### src/rtl/ram_fifo_stream_ctrl.sv
// ram_fifo_stream_ctrl
// Runs a two-port RAM as a synchronous FIFO. Words come in on a valid/ready
// push stream and go straight into the RAM. A prefetch stage reads the RAM
// ahead of the consumer so the RAM's one-cycle read latency is hidden. Both
// streams can move one word per cycle.
//
// Handshake (both streams): a transfer happens in a cycle where valid and
// ready are both high at the rising edge. A source holding valid keeps its
// data stable until that transfer. This block never drops popValid and never
// changes popData while a word waits for popReady.
//
// Occupancy is the RAM count plus an in-flight read plus a 2-entry output
// buffer, so the block holds up to DEPTH+2 words.
module ram_fifo_stream_ctrl #(
  parameter int DATA_W = 32,
  parameter int ADDR_W = 8,
  parameter int DEPTH  = 256
) (
  input  logic              clockCore,
  input  logic              resetCore,
  // push stream
  input  logic              pushValid,
  input  logic [DATA_W-1:0] pushData,
  output logic              pushReady,
  // pop stream
  output logic              popValid,
  output logic [DATA_W-1:0] popData,
  input  logic              popReady,
  // status
  output logic [ADDR_W+1:0] wordCount,
  // RAM write port
  output logic              ramEnableWrite,
  output logic [ADDR_W-1:0] ramAddressWrite,
  output logic [DATA_W-1:0] ramWriteData,
  // RAM read port
  output logic              ramEnableRead,
  output logic [ADDR_W-1:0] ramAddressRead,
  input  logic [DATA_W-1:0] ramReadData
);

  localparam int PTR_W = ADDR_W + 1;
  localparam int CNT_W = ADDR_W + 2;

  // Pointers carry one extra bit so that full and empty are told apart.
  logic [PTR_W-1:0]  wr_ptr_q, wr_ptr_d;
  logic [PTR_W-1:0]  rd_ptr_q, rd_ptr_d;
  logic              in_flight_q, in_flight_d;
  logic [1:0]        buf_count_q, buf_count_d;
  logic [DATA_W-1:0] buf0_q, buf0_d;
  logic [DATA_W-1:0] buf1_q, buf1_d;
  logic [CNT_W-1:0]  word_count_q, word_count_d;

  logic [PTR_W-1:0]  ram_count;
  logic [PTR_W-1:0]  ram_count_next;
  logic              push_ready;
  logic              push_fire;
  logic              pop_valid;
  logic              pop_fire;
  logic              issue;
  logic [2:0]        stage_occ;
  logic [2:0]        stage_limit;
  logic [1:0]        buf_after_pop;

  // Handshake and issue decisions for this cycle.
  always_comb begin
    ram_count  = wr_ptr_q - rd_ptr_q;
    push_ready = (ram_count != PTR_W'(DEPTH));
    push_fire  = pushValid & push_ready;
    pop_valid  = (buf_count_q != 2'd0);
    pop_fire   = pop_valid & popReady;
    // Issue a read only when the output stage can take the word next cycle.
    // The comparison is written as occ < 2 + popFire so nothing underflows.
    stage_occ   = {1'b0, buf_count_q} + {2'b00, in_flight_q};
    stage_limit = 3'd2 + {2'b00, pop_fire};
    issue       = (ram_count != '0) && (stage_occ < stage_limit);
  end

  // Next state for pointers, in-flight flag, output buffer and word count.
  always_comb begin
    wr_ptr_d      = wr_ptr_q;
    rd_ptr_d      = rd_ptr_q;
    in_flight_d   = issue;
    buf0_d        = buf0_q;
    buf1_d        = buf1_q;
    buf_count_d   = buf_count_q;
    buf_after_pop = buf_count_q;

    if (push_fire) begin
      wr_ptr_d = wr_ptr_q + 1'b1;
    end
    if (issue) begin
      rd_ptr_d = rd_ptr_q + 1'b1;
    end

    // A pop moves the second entry up into the head slot.
    if (pop_fire) begin
      buf0_d        = buf1_q;
      buf_after_pop = buf_count_q - 2'd1;
    end

    // The returning RAM word goes into the first slot left free after the pop.
    if (in_flight_q) begin
      if (buf_after_pop == 2'd0) begin
        buf0_d = ramReadData;
      end else begin
        buf1_d = ramReadData;
      end
      buf_count_d = buf_after_pop + 2'd1;
    end else begin
      buf_count_d = buf_after_pop;
    end

    ram_count_next = wr_ptr_d - rd_ptr_d;
    word_count_d   = CNT_W'(ram_count_next) + CNT_W'(in_flight_d) +
                     CNT_W'(buf_count_d);
  end

  // State registers. Reset also clears the in-flight flag, so a RAM word
  // that arrives after reset is ignored.
  always_ff @(posedge clockCore or posedge resetCore) begin
    if (resetCore) begin
      wr_ptr_q     <= '0;
      rd_ptr_q     <= '0;
      in_flight_q  <= 1'b0;
      buf_count_q  <= 2'd0;
      buf0_q       <= '0;
      buf1_q       <= '0;
      word_count_q <= '0;
    end else begin
      wr_ptr_q     <= wr_ptr_d;
      rd_ptr_q     <= rd_ptr_d;
      in_flight_q  <= in_flight_d;
      buf_count_q  <= buf_count_d;
      buf0_q       <= buf0_d;
      buf1_q       <= buf1_d;
      word_count_q <= word_count_d;
    end
  end

  // Output drive. The write port passes the push stream straight through.
  always_comb begin
    pushReady       = push_ready;
    popValid        = pop_valid;
    popData         = buf0_q;
    wordCount       = word_count_q;
    ramEnableWrite  = push_fire;
    ramAddressWrite = wr_ptr_q[ADDR_W-1:0];
    ramWriteData    = pushData;
    ramEnableRead   = issue;
    ramAddressRead  = rd_ptr_q[ADDR_W-1:0];
  end

endmodule
### config.mk
export PLATFORM = sky130hd
export DESIGN_NAME = ram_fifo_stream_ctrl
export DESIGN_NICKNAME = d
export VERILOG_FILES = /design/src/rtl/ram_fifo_stream_ctrl.sv
export SDC_FILE = /design/constraint.sdc
export NUM_CORES = 1
export LEC_CHECK = 0
export BUFFER_PORTS_ARGS = -buffer_cell sky130_fd_sc_hd__clkbuf_2
export CAP_MARGIN = 40
export CELL_PAD_IN_SITES_DETAIL_PLACEMENT = 0
export CELL_PAD_IN_SITES_GLOBAL_PLACEMENT = 2
export CORE_MARGIN = 5
export CORE_UTILIZATION = 29
export CTS_CLUSTER_SIZE = 24
export DETAILED_ROUTE_END_ITERATION = 6
export HOLD_SLACK_MARGIN = 0.12
export PLACE_DENSITY = 0.78
export REMOVE_ABC_BUFFERS = 1
export SLEW_MARGIN = 15
export SYNTH_ARGS = -nofsm -noshare
export SYNTH_HDL_FRONTEND = slang
export SYNTH_SLANG_ARGS = --single-unit
### constraint.sdc
create_clock -name clockCore -period 3.9 [get_ports clockCore]
set_clock_uncertainty 0.05 [all_clocks]
set_input_delay 0.195 -clock clockCore [delete_from_list [all_inputs] [get_ports clockCore]]
set_output_delay 0.195 -clock clockCore [all_outputs]
set_load 0.005 [all_outputs]
# After elaboration in Yosys (flattened, before gate mapping)
# Cells that the tools add are included.
[word_totals]
register_bits = 95
input_bits = 68
elab_cells = 34
[op_classes]
add_sub_neg = 10
n_mux = 7
eq_ne = 1
order_cmp = 1
n_bitwise = 3
reduce_logical = 5
[op_table]
columns = ["cell", "count"]
rows = [
  ["two-way mux 32 bit", 3],
  ["adder 9 x 1 -> 9 bit, second input constant", 2],
  ["two-way mux 9 bit", 2],
  ["subtractor 9 bit", 2],
  ["adder 10 x 2 -> 10 bit", 1],
  ["adder 9 x 1 -> 10 bit", 1],
  ["!= test 9 bit, second input constant", 1],
  ["nonzero test 9 bit", 1],
  ["two-way mux 2 bit", 2],
  ["adder 2 x 1 -> 3 bit", 1],
  ["adder 2 x 1 -> 3 bit, first input constant", 1],
  ["< comparator 3 bit", 1],
  ["adder 2 x 1 -> 2 bit, second input constant", 1],
  ["bitwise AND 1 bit", 2],
  ["logical NOT 2 bit", 1],
  ["AND reduction 2 bit", 1],
  ["nonzero test 2 bit", 1],
  ["subtractor 2 x 1 -> 2 bit, second input constant", 1],
  ["logical AND 1 bit", 1],
  ["inverter 1 bit", 1],
]

# Depth between registers and ports, before layout
[logic_depth]
depth_word = 9
depth_mapped = 20
mapped_depth_nobuf = 19

# Least setup slack after synthesis
# OpenSTA, ideal clock, no wires.
[synth_path]
path_kind = "register to register"
startpoint = "register rd_ptr_q[5]"
endpoint = "register word_count_q[8], in the netlist wordCount[8]"
arrival_ps = 4116
synth_period_minus_slack_ps = 4295
setup_slack_ps = -395
stages_incl_launch_ff = 20
n_path_buf = 1
cell_sequence = "dfrtp_1 > inv_1 > ha_1 > buf_2 > nor2_1 > a2111oi_1 > a2bb2oi_1 > nand3_1 > o21a_1 > clkinv_1 > mux2_2 > fa_1 > nor2b_1 > o21ai_0 > nand2b_1 > a31oi_1 > a211o_1 > xnor3_1 > xnor2_1 > xor2_1"
[synth_between]
elab_chain_len = 7
[synth_lines]
columns = ["item", "line", "text"]
rows = [
  ["start: declaration", "46", "logic [PTR_W-1:0] rd_ptr_q, rd_ptr_d;"],
  ["start signal: assignment", "131", "rd_ptr_q <= rd_ptr_d;"],
  ["subtractor 9 bit (*)", "66", "ram_count = wr_ptr_q - rd_ptr_q;"],
  ["nonzero test 9 bit (*)", "75", "issue = (ram_count != '0) && (stage_occ < stage_limit);"],
  ["logical AND 1 bit (*)", "75", ""],
  ["net ramEnableRead", "36", "output logic ramEnableRead,"],
  ["two-way mux 9 bit", "91", "if (issue) begin"],
  ["subtractor 9 bit", "113", "ram_count_next = wr_ptr_d - rd_ptr_d;"],
  ["adder 9 x 1 -> 10 bit (*)", "114", "word_count_d = CNT_W'(ram_count_next) + CNT_W'(in_flight_d) +"],
  ["adder 10 x 2 -> 10 bit (*)", "114", ""],
  ["net word_count_d[8]", "51", "logic [CNT_W-1:0] word_count_q, word_count_d;"],
  ["end signal: assignment", "136", "word_count_q <= word_count_d;"],
  ["end: declaration", "51", ""],
]
# The timed path passes the listed nets; every way through them passes the cells marked *.
# A chain may end at the register's enable or synchronous reset.

# Final worst setup path
[layout_path]
startpoint = "register rd_ptr_q[5]"
endpoint = "register word_count_q[8], in the netlist wordCount[8]"
[layout_between]
elab_chain_len = 7
[layout_lines]
columns = ["item", "line"]
rows = [
  ["subtractor 9 bit", "66"],
  ["!= test 9 bit or nonzero test 9 bit (tied branches)", "67, 75"],
  ["bitwise AND 1 bit or logical AND 1 bit (tied branches)", "68, 75"],
  ["two-way mux 9 bit, on equally long branches", "88, 91"],
  ["subtractor 9 bit", "113"],
  ["adder 9 x 1 -> 10 bit (*)", "114"],
  ["adder 10 x 2 -> 10 bit (*)", "114"],
  ["net word_count_d[8]", "51"],
]
# Marks and branches as above.

==> key figures <==
STA
  • Min setup slack post-route: -0.1521 ns
  • Fmax: 246.8 MHz
  • Hold_ws: ~0.31 ns
  • Final hold violations: 0
  • Slew @ Worst Pin: 0.6189 ns
  • Unrepaired setup endpoints after global routing: yes
  • Relative slew margins: roughly 60%
  • # setup viols final: 5
  • Final Cycle Share: 103.9%
  • Pins over their slew limit: 0
  • Min cycle time layout: 4.052 ns

Placement
  • Port bufs: 97
  • Place WS: -0.5200 ns
  • RD Place Congestion: 0.8223
  • HPWL after DPL: 10650 um

CTS
  • CTS root buf: clkbuf_16
  • Clk pin slew, worst setup/hold paths: 0.07 ns
  • CTS H-Tree Depth: 3
  • Clock Tree Buf Depth: 2
  • Worst skew pair latency: 0.35 ns
  • CTS tree: done
  • CTS sink cnt: 95
  • Total CTS buffers: 9

Global routing
  • Antenna violations before repair: 0
  • GRT Total Usage: 14.91%
  • Grt ovf: 0
  • First-pass GRT wire length: between 20000 and 25000 um
  • Largest net degree at the start of global routing: between 50 and 60
  • Vias in the first global route: ~4600

Synthesis
  • Number of flops mapped to enable cells by yosys: 0
  • Flops & latches, synth: between 90 and 100
  • Synth cell count leaders: dfrtp_1 (95), buf_4 (48), o21ai_0 (43), nand2_1 (41), mux2_2 (35)
  • Mean Syn Cell Area: 10.68 um2
  • Ys flop type: dfrtp_1
  • Top cells by area, synth: dfrtp_1 (46%), mux2_2 (7.6%), buf_4 (6.9%), mux2i_1 (6.5%), ha_1 (5.5%)
  • Top-count cell post-synth: dfrtp_1
  • Unique masters post-synth: 42
  • Yosys top cell area share: 45.72%
  • Sequential area share after synthesis: 45.72%
  • Syn. warnings: 0
  • Gate Count Post-Synth: 487
  • Post-synth top area cell: dfrtp_1
  • Post-synth ARST share: between 90% and 100%
  • Post-Syn Area: between 5000 and 6000 um2

Detailed routing
  • ANT nets after route: 0
  • Top routing layer in use: met4
  • Vias per cell: ~4.6
  • Via count: 4231
  • Met2 WL: 6858 um
  • Met1 WL: 7051 um
  • 1st-iter DRT viols: between 150 and 200
  • DRC violations left: 0
  • Met3 wire len: 1266 um
  • Routed wire length per instance: about 17 um
  • First drt pass iteration count: 4
  • Routed wire length: 15430 um

Min path
  • Hold EP: wr_ptr_q[8]
  • Hold depth: 4
  • Hold wc startpoint: pushValid
  • Worst min path class: input pin to flop

Worst setup path
  • CP endpoint kind: flop
  • Startpoint Class: flop
  • R2r startpoint: rd_ptr_q[5]
  • WS Path Type: flop to flop
  • R2r worst-path depth: 22
  • Critical path arrival: 4.28 ns
  • Required time worst endpoint: 4.13 ns
  • Reg2reg end: wordCount[8]
  • Worst Path Max Fanout: 5
  • FF-to-FF setup slack: -0.15 ns

Outcome
  • Failing checks: setup timing
  • Status: finished with violations

Floorplan
  • Die area: 20710 um2
  • Initial Utilization: between 20 and 30%
  • Die Span Y: 143.9 um
  • Core footprint: 17780 um2
  • Die width: 143.9 um
  • # rows: a little under 50
  • I/O pin count: 162

Finish
  • Filler instances: roughly 1700
  • Ratio of cells with drive above 1 in the final layout: 50.00%
  • Final Util: 43.08%
  • Layout net count: 783
  • Area Growth Syn to Fin: 47.28%
  • Area occupied by multi-input gates: between 2000 and 3000 um2
  • Total area of sequential cells: 2377 um2
  • N_diodes: 0

Run
  • Number of max-cap violations: 0
## state kept, by name (all words and copies together), names as in the netlist, named ones only
signal and flops:
in_flight_q 1, wr_ptr_q 9, popData 32, rd_ptr_q 8
buf_count_q 2, buf1_q 32, wordCount 10
## layout make-up
type,instances,area share (%)
Clock buffer,9,2.941
Multi-Input combinational cell,297,36.22
Inverter,31,1.617
Timing Repair Buffer,255,23.17
Sequential cell,95,31.04
Clock inverter,7,1.274
Tap cell,229,3.741
## cells by family (layout without fill, tap and decap cells)
kind of cell / after synthesis / count (layout) / synth area share, %
AND/OR/NAND/NOR: 98 / 98 / 8.758
XOR/XNOR: 36 / 36 / 6.328
adder cells (fa/ha/maj): 26 / 26 / 6.689
buffers and inverters: 95 / 302 / 10.35
multiplexers: 69 / 69 / 14.12
AO/OA/AOI/OAI: 68 / 68 / 8.037
flip-flops: 95 / 95 / 45.72
## timing repair
item	4_1_cts	5_1_grt
resized for setup	62	38
hold endpoints to repair	100	0
endpoints found under the setup margin	7	7
hold buffers	33	0
pin swaps	32	25
buffers inserted	22	15
## layer usage
metal / GRT usage [%] / vias up
met4: 3.221 / 0
met1: 19.48 / 2047
li1: - / 2014
met3: 6.057 / 21
met2: 23.15 / 149
met5: 1.914 / -
## worst max-delay path by stage
stage | startpoint | endpoint
3_3_place_gp | rd_ptr_q[3] | wordCount[8]
4_1_cts | wr_ptr_q[5] | wordCount[8]
5_1_grt | flop | wordCount[8]
6_report | rd_ptr_q[5] | wordCount[8]
2_1_floorplan | buf_count_q[0] | wordCount[8]
3_5_place_dp | rd_ptr_q[3] | wordCount[8]
## stage by stage
| step | cell area (um2) | TNS (ns) | cells |
|---|---|---|---|
| detailed placement | 6222 | -2.894 | 836 |
| floorplan | 4778 | -97.21 | 423 |
| finish | 7659 | -0.5037 | 923 |
| global route | 7659 | -1.854 | 923 |
| CTS | 7332 | -0.07671 | 907 |
| global placement | 6222 | -1.839 | 836 |
## cells in the final DEF, fill, tap and decap left out, types with 8 or more instances in the layout
cell           count
nor2_1            12
dfrtp_1           95
xor2_1            11
xnor2_1           11
inv_1             20
o21ai_0           38
clkbuf_16          9
buf_4            118
xnor2_2           10
clkbuf_2          97
mux2i_1           32
inv_2              8
dlygate4sd3_1     33
ha_1              12
nand2_1           39
ha_4              10
mux2_2            33
## critical path: stages (launching register included)
cell and delay, ns:
dfrtp_1 0.39, inv_2 0.08, ha_4 0.21, buf_6 0.12, mux2_2 0.21, nand4_1 0.15, buf_4 0.17, buf_4 0.12
buf_4 0.12, buf_4 0.12, buf_4 0.12, buf_4 0.12, buf_4 0.12, buf_4 0.12, buf_4 0.12, buf_4 0.12
buf_4 0.13, a32oi_1 0.20, o2111a_2 0.30, a2111oi_4 0.10, xnor3_1 0.38, xnor2_2 0.23, xor2_1 0.17
Power is left out: the tool's default activity adds up to more than one toggle a clock period on the data nets, which glitch-free logic cannot reach.
